## src/rtl/pipe_scroller.sv

```systemverilog
// Pipe obstacle generator and scroller for the 16x16 LED game.
// New pipes enter at the right edge with LFSR-chosen gaps; pass pulses on leaving the bird column.
module pipe_scroller #(
    parameter int          ROWS     = 16,
    parameter int          COLS     = 16,
    parameter int          GAP      = 4,
    parameter int          SPACING  = 6,
    parameter int          BIRD_COL = 4,
    parameter logic [15:0] SEED     = 16'hACE1
) (
    input  logic                           clk,
    input  logic                           reset,
    input  logic                           enable,
    input  logic                           freeze,
    output logic [ROWS-1:0][COLS-1:0]      field,
    output logic                           pass,
    output logic [7:0]                     pipe_count
);

    localparam logic [15:0] SEED_EFF = (SEED == 16'h0000) ? 16'h0001 : SEED;
    localparam logic [15:0] TAPS     = 16'hB400;
    localparam int          GAP_MOD  = ROWS - GAP - 1;
    localparam int          SPC_W    = (SPACING > 2) ? $clog2(SPACING) : 1;
    localparam logic [SPC_W-1:0] SPC_LAST = SPC_W'(SPACING - 1);

    logic [ROWS-1:0][COLS-1:0] r_field;
    logic [COLS-1:0]           r_mask;
    logic [SPC_W-1:0]          r_spc;
    logic [15:0]               r_lfsr;
    logic                      r_pass;
    logic [7:0]                r_cnt;

    logic                      w_step;
    logic                      w_pipe;
    logic [15:0]               w_lfsr_nxt;
    logic [ROWS-1:0]           w_new_col;
    int                        w_gap_top;

    assign w_step     = enable & ~freeze;
    assign w_pipe     = (r_spc == '0);
    assign w_lfsr_nxt = (r_lfsr >> 1) ^ (r_lfsr[0] ? TAPS : 16'h0000);

    // Gap is kept off rows 0 and ROWS-1 so both pipe segments always show.
    always_comb begin
        w_gap_top = 1 + (int'(r_lfsr[3:0]) % GAP_MOD);
        w_new_col = '0;
        for (int r = 0; r < ROWS; r++) begin
            w_new_col[r] = w_pipe && !(r >= w_gap_top && r < w_gap_top + GAP);
        end
    end

    always_ff @(posedge clk or negedge reset) begin
        if (!reset) begin
            r_field <= '0;
            r_mask  <= '0;
            r_spc   <= '0;
            r_lfsr  <= SEED_EFF;
            r_pass  <= 1'b0;
            r_cnt   <= 8'd0;
        end else begin
            r_pass <= w_step & r_mask[BIRD_COL];
            if (w_step) begin
                for (int r = 0; r < ROWS; r++) begin
                    r_field[r] <= {w_new_col[r], r_field[r][COLS-1:1]};
                end
                r_mask <= {w_pipe, r_mask[COLS-1:1]};
                r_spc  <= (r_spc == SPC_LAST) ? '0 : r_spc + 1'b1;
                if (w_pipe) begin
                    r_lfsr <= w_lfsr_nxt;
                    if (r_cnt != 8'hFF) begin
                        r_cnt <= r_cnt + 8'd1;
                    end
                end
            end
        end
    end

    assign field      = r_field;
    assign pass       = r_pass;
    assign pipe_count = r_cnt;

endmodule

```

## config.mk

```make
export PLATFORM = sky130hd
export DESIGN_NAME = pipe_scroller
export DESIGN_NICKNAME = d
export VERILOG_FILES = /design/src/rtl/pipe_scroller.sv
export SDC_FILE = /design/constraint.sdc
export NUM_CORES = 1
export LEC_CHECK = 0
export ABC_AREA = 1
export CAP_MARGIN = 20
export CORE_UTILIZATION = 30
export CTS_BUF_LIST = sky130_fd_sc_hd__clkbuf_8
export CTS_CLUSTER_SIZE = 20
export DETAILED_ROUTE_END_ITERATION = 12
export MAX_ROUTING_LAYER = met4
export SYNTH_ARGS = -nofsm -noshare
export SYNTH_HDL_FRONTEND = slang
export SYNTH_SLANG_ARGS = --single-unit
```

## constraint.sdc

```tcl
create_clock -name clk -period 2.95 [get_ports clk]
set_input_delay 0.4425 -clock clk [delete_from_list [all_inputs] [get_ports clk]]
set_output_delay 0.4425 -clock clk [all_outputs]
set_load 0.05 [all_outputs]
```

==> Flow_metrics.wiki, run 1 <==
{| class="wikitable"
! Metric !! Value
|-
| Result of the run || complete, no violations
|-
| TritonCTS Sinks || 296
|-
| Critical setup path kind || register to register
|-
| Boundary Pins || 269
|-
| Post-detailed-route count of antenna-violating nets || 0
|-
| Combined area of all synthesized cells || 11770 um^2
|-
| Nets@finish || 1549
|-
| Maximum clock skew at final layout || 14.27 ps
|-
| Iter 0 DRT Violations || 485
|-
| Number of flops mapped to enable cells by yosys || 0
|-
| Cell-internal power || 9.484 mW
|-
| Transition at the pin with the smallest max-transition slack || 593.7 ps
|-
| Starting utilization of the core area || 30.46%
|-
| Sequential area share after synthesis || 63.00%
|-
| Routability-driven placement congestion ratio || 0.8248
|-
| Detailed placement HPWL || 20570 um
|-
| DRT Wirelength || 30260 um
|-
| Achievable frequency || 0.3631 GHz
|-
| Chip Height || 200.1 um
|-
| Min Tclk post-route || 2754 ps
|-
| Part of the cycle the worst path needs || 93.37%
|-
| Area fraction of the dominant cell type after synthesis || 61.22%
|-
| Highest net fanout along the worst path || 13
|-
| Number of max-slew violations in the final report || 0
|-
| Net switching power || 6.999 mW
|-
| Vias per inst || 4.347
|-
| Clk network pwr share || 24.9%
|-
| Cell at the root of the clock tree || sky130_fd_sc_hd__clkbuf_8
|-
| Worst-path clk slew || 70 ps
|-
| Setup crit start kind || register
|-
| Skew-Pair Late Insertion Delay || 610 ps
|-
| Max stage delay on crit path || 540 ps
|-
| Floorplan core area || 38650 um^2
|-
| Cell types occupying the most area after synthesis || sky130_fd_sc_hd__dfrtp_1 61%, sky130_fd_sc_hd__nand2_1 12%, sky130_fd_sc_hd__o21ai_0 11%
|-
| Data required time of the worst path || 3450 ps
|-
| Finish-stage setup viols || 0
|-
| Type of the most critical hold path || primary input to async pin
|-
| Syn. warnings || 0
|-
| N_diodes || 0
|-
| Type of destination of the critical path || register
|-
| Worst-case clock buffer depth || 3
|-
| Number of buffers added on ports || 268
|-
| Logic gate share of total power || 40.4%
|-
| Proportion of total power due to net switching || 42.46%
|-
| Fraction of power consumed by sequential logic || 34.7%
|-
| Cell count after placement || 1994
|-
| Pwr dens || 1016 nW/um^2
|-
| Worst voltage drop across the vdd grid || 0.3700 mV
|-
| Post-route total power || 16.48 mW
|-
| Count of TritonRoute iterations in the first routing pass || 7
|-
| Number of DRC violations after detailed routing || 0
|-
| Antenna violations before repair || 0
|-
| Number of H-tree levels || 2
|-
| Relative slew slack || 60.30%
|-
| Top flip-flop cell by instance count after synthesis || sky130_fd_sc_hd__dfrtp_1
|-
| Maximum number of pins on one net before global-route repair || 109
|-
| Crit path buf inv count || 3
|-
| Syn Inst Count || 1256
|-
| Vias in the first global route || 8761
|-
| Synth-to-Final Area Change || 37.74%
|-
| Leading post-synthesis cells by instance count || 372 x sky130_fd_sc_hd__nand2_1, 288 x sky130_fd_sc_hd__dfrtp_1, 268 x sky130_fd_sc_hd__o21ai_0
|-
| Number of distinct standard cells referenced by the synthesized netlist || 29
|-
| Share of final-layout standard cells stronger than drive strength 1 || 8.519%
|-
| Top cell family by delay on the critical path || simple AND/OR/NAND/NOR gates
|-
| Number of hold violations in the final report || 0
|-
| Count of state elements after synthesis || 296
|-
| Clock tree from TritonCTS || built
|-
| Number of vias after detailed routing || 9090
|-
| Sum of overflow across all layers after global routing || 0
|-
| Most frequent cell after synthesis || sky130_fd_sc_hd__nand2_1
|-
| Net count after synthesis || 1273
|-
| Area of the die || 40040 um^2
|-
| Overall global routing resource usage || 15.68%
|-
| Crit path arrival time || 3250 ps
|-
| MaxCap Viol Count || 0
|-
| Width of the die || 200.1 um
|-
| First-pass GRT wire length || 48040 um
|-
| Number of clock buffers inserted by TritonCTS || 51
|-
| Worst reg2reg setup slack || 200 ps
|-
| Ys async rst share || 100.0%
|-
| Series of cell instances along the critical path || ha_2, inv_2, nand2_4, nand3_1, nand2_2, ha_2, or2_1, nand2_2, inv_1, ha_2, inv_1, nand2_2, nand2_4, nand2_1, nand3_1, o21ai_0, nand2_1
|-
| Number of core rows || 72
|-
| Slowest library cell on the worst path || sky130_fd_sc_hd__dfstp_2
|-
| Final standard cell count with taps included and fillers excluded || 2091
|-
| Wire length per cell after detailed routing || 14.47 um
|-
| Average instance area after synthesis || 9.373 um^2
|-
| Cell leakage power || 7.318 nW
|-
| Post-synthesis cell type with the largest combined area || sky130_fd_sc_hd__dfrtp_1
|}
==> cells in the final DEF (no fill, tap or decap), types with 2 or more instances in the layout <==
master and count:
sky130_fd_sc_hd__xor2_1 6, sky130_fd_sc_hd__a21oi_1 11, sky130_fd_sc_hd__clkbuf_8 67, sky130_fd_sc_hd__inv_2 2, sky130_fd_sc_hd__nand4_1 4, sky130_fd_sc_hd__nand2_2 6, sky130_fd_sc_hd__nor2_2 2, sky130_fd_sc_hd__bufinv_16 4
sky130_fd_sc_hd__buf_12 10, sky130_fd_sc_hd__clkinv_2 9, sky130_fd_sc_hd__nor2_4 2, sky130_fd_sc_hd__nand2_4 2, sky130_fd_sc_hd__clkdlybuf4s50_1 267, sky130_fd_sc_hd__inv_6 2, sky130_fd_sc_hd__ha_2 3, sky130_fd_sc_hd__o21ai_0 268
sky130_fd_sc_hd__nand3_1 26, sky130_fd_sc_hd__dfrtp_1 288, sky130_fd_sc_hd__xnor2_1 5, sky130_fd_sc_hd__nand2_1 371, sky130_fd_sc_hd__ha_1 10, sky130_fd_sc_hd__dfstp_2 8, sky130_fd_sc_hd__inv_1 167, sky130_fd_sc_hd__buf_4 10
sky130_fd_sc_hd__o21ai_1 5, sky130_fd_sc_hd__nor2_1 7
==> cell families (layout without fill, tap and decap cells) <==
logic type,Yosys count,after routing,share of synthesized area [%]
AO/OA/AOI/OAI,286,286,12.21
XOR/XNOR,11,11,0.8183
adder cells (fa/ha/maj),13,13,1.382
buffers and inverters,224,541,8.003
flip-flops,296,296,63.00
AND/OR/NAND/NOR,426,426,14.58
==> final cells by class <==
type / count / area (um^2)
Fill cell: 3752 / 22430
Sequential cell: 296 / 7417
Timing Repair Buffer: 289 / 2973
Clock buffer: 67 / 922.1
Inverter: 158 / 598.1
Tap cell: 518 / 648.1
Multi-Input combinational cell: 736 / 3431
Clock inverter: 27 / 226.5
==> per-layer routing <==
layer	track usage, %	share of wire [%]
met1	19.76	44
met2	24.60	48
met3	3.175	4.9
met4	6.418	2.5
met5	-	0
==> sequential cells by signal (all words and copies together), names as in the netlist <==
signal      count
r_lfsr         16
field         256
pipe_count      8
r_spc           3
r_mask         12
pass            1
==> power groups by stage <==
stage                     Sequential, mW  Combinational, mW  Clock (mW)
after global routing                5.86               7.12        4.44
final                               5.72               6.66        4.10
after global placement              5.77               6.63           0
after CTS                           5.73               6.70        4.27
after detailed placement            5.79               6.68           0
after floorplan                     8.58               1.42           0
==> timing repair <==
action / 4_1_cts / 5_1_grt
gates resized for setup: 0 / 5
buffers inserted: 0 / 2
hold buffers: 1 / 0
endpoints found under the hold margin: 52 / 0
setup endpoints to repair: 0 / 15
==> final timing paths <==
kind,start,end,cells after the start
hold / removal,reset,field[53]$_DFFE_PN0P_,2
max in group asynchronous,reset,r_lfsr[0]$_DFFE_PN1P_,3
min in group clk,r_lfsr[6]$_DFFE_PN1P_,r_lfsr[6]$_DFFE_PN1P_,2
hold reg to reg,r_lfsr[6]$_DFFE_PN1P_,r_lfsr[6]$_DFFE_PN1P_,2
setup / recovery,r_lfsr[0]$_DFFE_PN1P_,field[15]$_DFFE_PN0P_,17
setup reg to reg,r_lfsr[0]$_DFFE_PN1P_,field[15]$_DFFE_PN0P_,17
==> stage by stage <==
stage          cell area, um^2  hold slack [ps]  utilization, %  setup TNS (ps)  setup WS (ps)
6_report                 16220            371.1           41.96               0          195.7
5_1_grt                  16220            375.2           41.96          -18.31         -18.31
4_1_cts                  16190            329.6           41.88               0          35.00
3_5_place_dp             15030            420.8           38.88               0          30.80
3_3_place_gp             15030            414.3           38.88               0          161.3
2_1_floorplan            11770            146.9               -               0          371.6
(Power assumes the default switching activity.)
==> run 2: changes to the inputs <==
--- a/config.mk
+++ b/config.mk
@@ -12,6 +12,7 @@
 export CTS_CLUSTER_SIZE = 20
 export DETAILED_ROUTE_END_ITERATION = 12
 export MAX_ROUTING_LAYER = met4
+export PLACE_DENSITY = 0.53
 export SYNTH_ARGS = -nofsm -noshare
 export SYNTH_HDL_FRONTEND = slang
 export SYNTH_SLANG_ARGS = --single-unit
==> Flow_metrics.wiki, run 2 (synthesis results as in run 1) <==
{| class="wikitable"
! Metric !! Value
|-
| Vias per inst || 4.283 (-1.5%)
|-
| Series of cell instances along the critical path || ha_1, inv_2, nand2_4, nand3_1, nand2_2, ha_2, or2_1, nand2_2, inv_1, ha_2, inv_1, nand2_2, nand2_4, nand2_1, nand2_1, a21oi_1, o21ai_1
|-
| Area of the die || 40040 um^2 (unchanged)
|-
| Setup repair after global routing missed its margin || no
|-
| Pwr dens || 1010 nW/um^2 (-0.60%)
|-
| Result of the run || complete, no violations
|-
| Number of core rows || 72 (unchanged)
|-
| MaxCap Viol Count || 0 (unchanged)
|-
| Maximum number of pins on one net before global-route repair || 209 (+92%)
|-
| Crit path arrival time || 3170 ps (-80 ps)
|-
| Buffer count from post-CTS setup fixing || 0 (unchanged)
|-
| Number of hold violations in the final report || 0 (unchanged)
|-
| Number of clock buffers inserted by TritonCTS || 52 (+2.0%)
|-
| Top cell family by delay on the critical path || simple AND/OR/NAND/NOR gates
|-
| Number of H-tree levels || 2 (unchanged)
|-
| Boundary Pins || 269 (unchanged)
|-
| First-pass GRT wire length || 49250 um (+2.5%)
|-
| Highest net fanout along the worst path || 13 (unchanged)
|-
| DRT Wirelength || 31280 um (+3.4%)
|-
| Type of destination of the critical path || register
|-
| Sum of overflow across all layers after global routing || 0 (unchanged)
|-
| Setup crit start kind || register
|-
| Type of the most critical hold path || primary input to async pin
|-
| Flip-flop count of the largest register after layout || 256 (unchanged)
|-
| Crit path buf inv count || 3 (unchanged)
|-
| N_diodes || 0 (unchanged)
|-
| Post-detailed-route count of antenna-violating nets || 0 (unchanged)
|-
| Part of the cycle the worst path needs || 91.03% (-2.3 points)
|-
| Number of buffers added on ports || 268 (unchanged)
|-
| Clock tree from TritonCTS || built
|-
| Worst Setup Slack post-DPL || 62.69 ps (+31.89 ps)
|-
| Width of the die || 200.1 um (unchanged)
|-
| Number of vias after detailed routing || 8964 (-1.4%)
|-
| Nets@finish || 1552 (+0.19%)
|-
| Accumulated negative setup slack || 0 ps (unchanged)
|-
| Cell at the root of the clock tree || sky130_fd_sc_hd__clkbuf_8
|-
| Share of final-layout standard cells stronger than drive strength 1 || 8.317% (-0.20 points)
|-
| Antenna violations before repair || 0 (unchanged)
|-
| Critical setup path kind || register to register
|-
| Min setup slack post-route || 264.7 ps (+69.01 ps)
|-
| Relative slew slack || 42.22% (-18 points)
|-
| CP most frequent cell || sky130_fd_sc_hd__nand2_2
|-
| TritonCTS Sinks || 296 (unchanged)
|-
| Overall global routing resource usage || 16.23% (+0.55 points)
|-
| Leading cell type in the layout, fill and taps excluded || sky130_fd_sc_hd__nand2_1
|-
| Data required time of the worst path || 3430 ps (-20 ps)
|-
| Achievable frequency || 0.3724 GHz (+2.6%)
|-
| Maximum clock skew at final layout || 9.759 ps (-4.510 ps)
|-
| Leading cell types in the layout, fill and taps excluded || 372 x sky130_fd_sc_hd__nand2_1, 288 x sky130_fd_sc_hd__dfrtp_1, 267 x sky130_fd_sc_hd__clkdlybuf4s50_1
|-
| Cell leakage power || 7.315 nW (about the same)
|-
| Min Tclk post-route || 2685 ps (-69.01 ps)
|-
| Slowest library cell on the worst path || sky130_fd_sc_hd__dfstp_2
|-
| Detailed placement HPWL || 20900 um (+1.6%)
|-
| Count of TritonRoute iterations in the first routing pass || 4 (-3)
|-
| Transition at the pin with the smallest max-transition slack || 866.7 ps (+273.0 ps)
|-
| Worst-case clock buffer depth || 3 (unchanged)
|-
| Wire length per cell after detailed routing || 14.94 um (+3.3%)
|-
| Vias in the first global route || 8579 (-2.1%)
|-
| Chip Height || 200.1 um (unchanged)
|-
| Final Cell Area || 16190 um^2 (-0.19%)
|-
| Iter 0 DRT Violations || 402 (-17%)
|-
| Worst-path clk slew || 60 ps (about the same)
|-
| Post-route worst hold slack || 381.9 ps (+10.84 ps)
|-
| Placed cell area || 15040 um^2 (+0.12%)
|-
| Synth-to-Final Area Change || 37.49%
|-
| Max stage delay on crit path || 530 ps (about the same)
|-
| Floorplan core area || 38650 um^2 (unchanged)
|-
| Routability-driven placement congestion ratio || 0.8249 (about the same)
|-
| Skew-Pair Late Insertion Delay || 610 ps (about the same)
|-
| Number of DRC violations after detailed routing || 0 (unchanged)
|-
| Worst voltage drop across the vdd grid || 0.4659 mV (+26%)
|-
| Final core utilization || 41.88% (-0.078 points)
|-
| Number of max-slew violations in the final report || 0 (unchanged)
|-
| Starting utilization of the core area || 30.46% (unchanged)
|-
| Finish-stage setup viols || 0 (unchanged)
|}
-- run 2: final cells by class --
| type | instances | area [um^2] |
|---|---|---|
| clock buffers | 73 | 1005 |
| clock inverters | 21 | 116.4 |
| fillers | 3801 | 22460 |
| inverters | 158 | 598.1 |
| multi-input cells | 736 | 3426 |
| flip-flops and latches | 296 | 7417 |
| well taps | 518 | 648.1 |
| repair buffers | 291 | 2975 |
-- run 2: routing by layer --
| metal | vias to the layer above | part of all wire [%] | wire, um | global-route usage [%] |
|---|---|---|---|---|
| li1 | 4511 | - | - | - |
| met1 | 4211 | 45 | 14040 | 20.67 |
| met2 | 194 | 47 | 14780 | 24.85 |
| met3 | 48 | 5.2 | 1637 | 4.183 |
| met4 | 0 | 2.6 | 816 | 5.909 |
| met5 | - | 0 | 0 | - |
-- run 2: worst paths after layout --
| check | from | endpoint | slack (ps) | depth (start not counted) |
|---|---|---|---|---|
| worst min-delay path | reset | field[185]$_DFFE_PN0P_ | 380 | 2 |
| worst min register to register | r_lfsr[5]$_DFFE_PN1P_ | r_lfsr[5]$_DFFE_PN1P_ | 460 | 2 |
| max in group asynchronous | reset | field[135]$_DFFE_PN0P_ | 1740 | 3 |
| min in group clk | r_lfsr[5]$_DFFE_PN1P_ | r_lfsr[5]$_DFFE_PN1P_ | 460 | 2 |
| worst max register to register | r_lfsr[0]$_DFFE_PN1P_ | field[191]$_DFFE_PN0P_ | 260 | 17 |
| worst max-delay path | r_lfsr[0]$_DFFE_PN1P_ | field[191]$_DFFE_PN0P_ | 260 | 17 |
-- run 2: worst reg2reg max path: stages (launching register included) --
cell and delay (ps):
sky130_fd_sc_hd__dfstp_2 530, sky130_fd_sc_hd__ha_1 220, sky130_fd_sc_hd__inv_2 80, sky130_fd_sc_hd__nand2_4 90
sky130_fd_sc_hd__nand3_1 80, sky130_fd_sc_hd__nand2_2 130, sky130_fd_sc_hd__ha_2 230, sky130_fd_sc_hd__or2_1 120
sky130_fd_sc_hd__nand2_2 50, sky130_fd_sc_hd__inv_1 120, sky130_fd_sc_hd__ha_2 250, sky130_fd_sc_hd__inv_1 70
sky130_fd_sc_hd__nand2_2 90, sky130_fd_sc_hd__nand2_4 120, sky130_fd_sc_hd__nand2_1 110, sky130_fd_sc_hd__nand2_1 70
sky130_fd_sc_hd__a21oi_1 150, sky130_fd_sc_hd__o21ai_1 70
-- run 2: through the flow --
| step | total power, mW | cells |
|---|---|---|
| finish | 16.35 | 2093 |
| floorplan | 9.999 | 1256 |
| global placement | 12.46 | 1998 |
| global route | 17.30 | 2093 |
| detailed placement | 12.50 | 1998 |
| CTS | 16.63 | 2093 |
-- run 2: power breakdown --
part           switching [mW]  total, mW  internal (mW)
combinational            4.62       6.66           2.04
clock                    1.71       3.98           2.27
sequential              0.668       5.72           5.05
total                    7.00       16.4           9.36
-- run 2: what timing repair did --
item                                    in CTS  in global routing
resized for setup                            0                  6
hold endpoints to repair                    56                  0
hold buffers                                 1                  0
endpoints found under the setup margin       0                 12
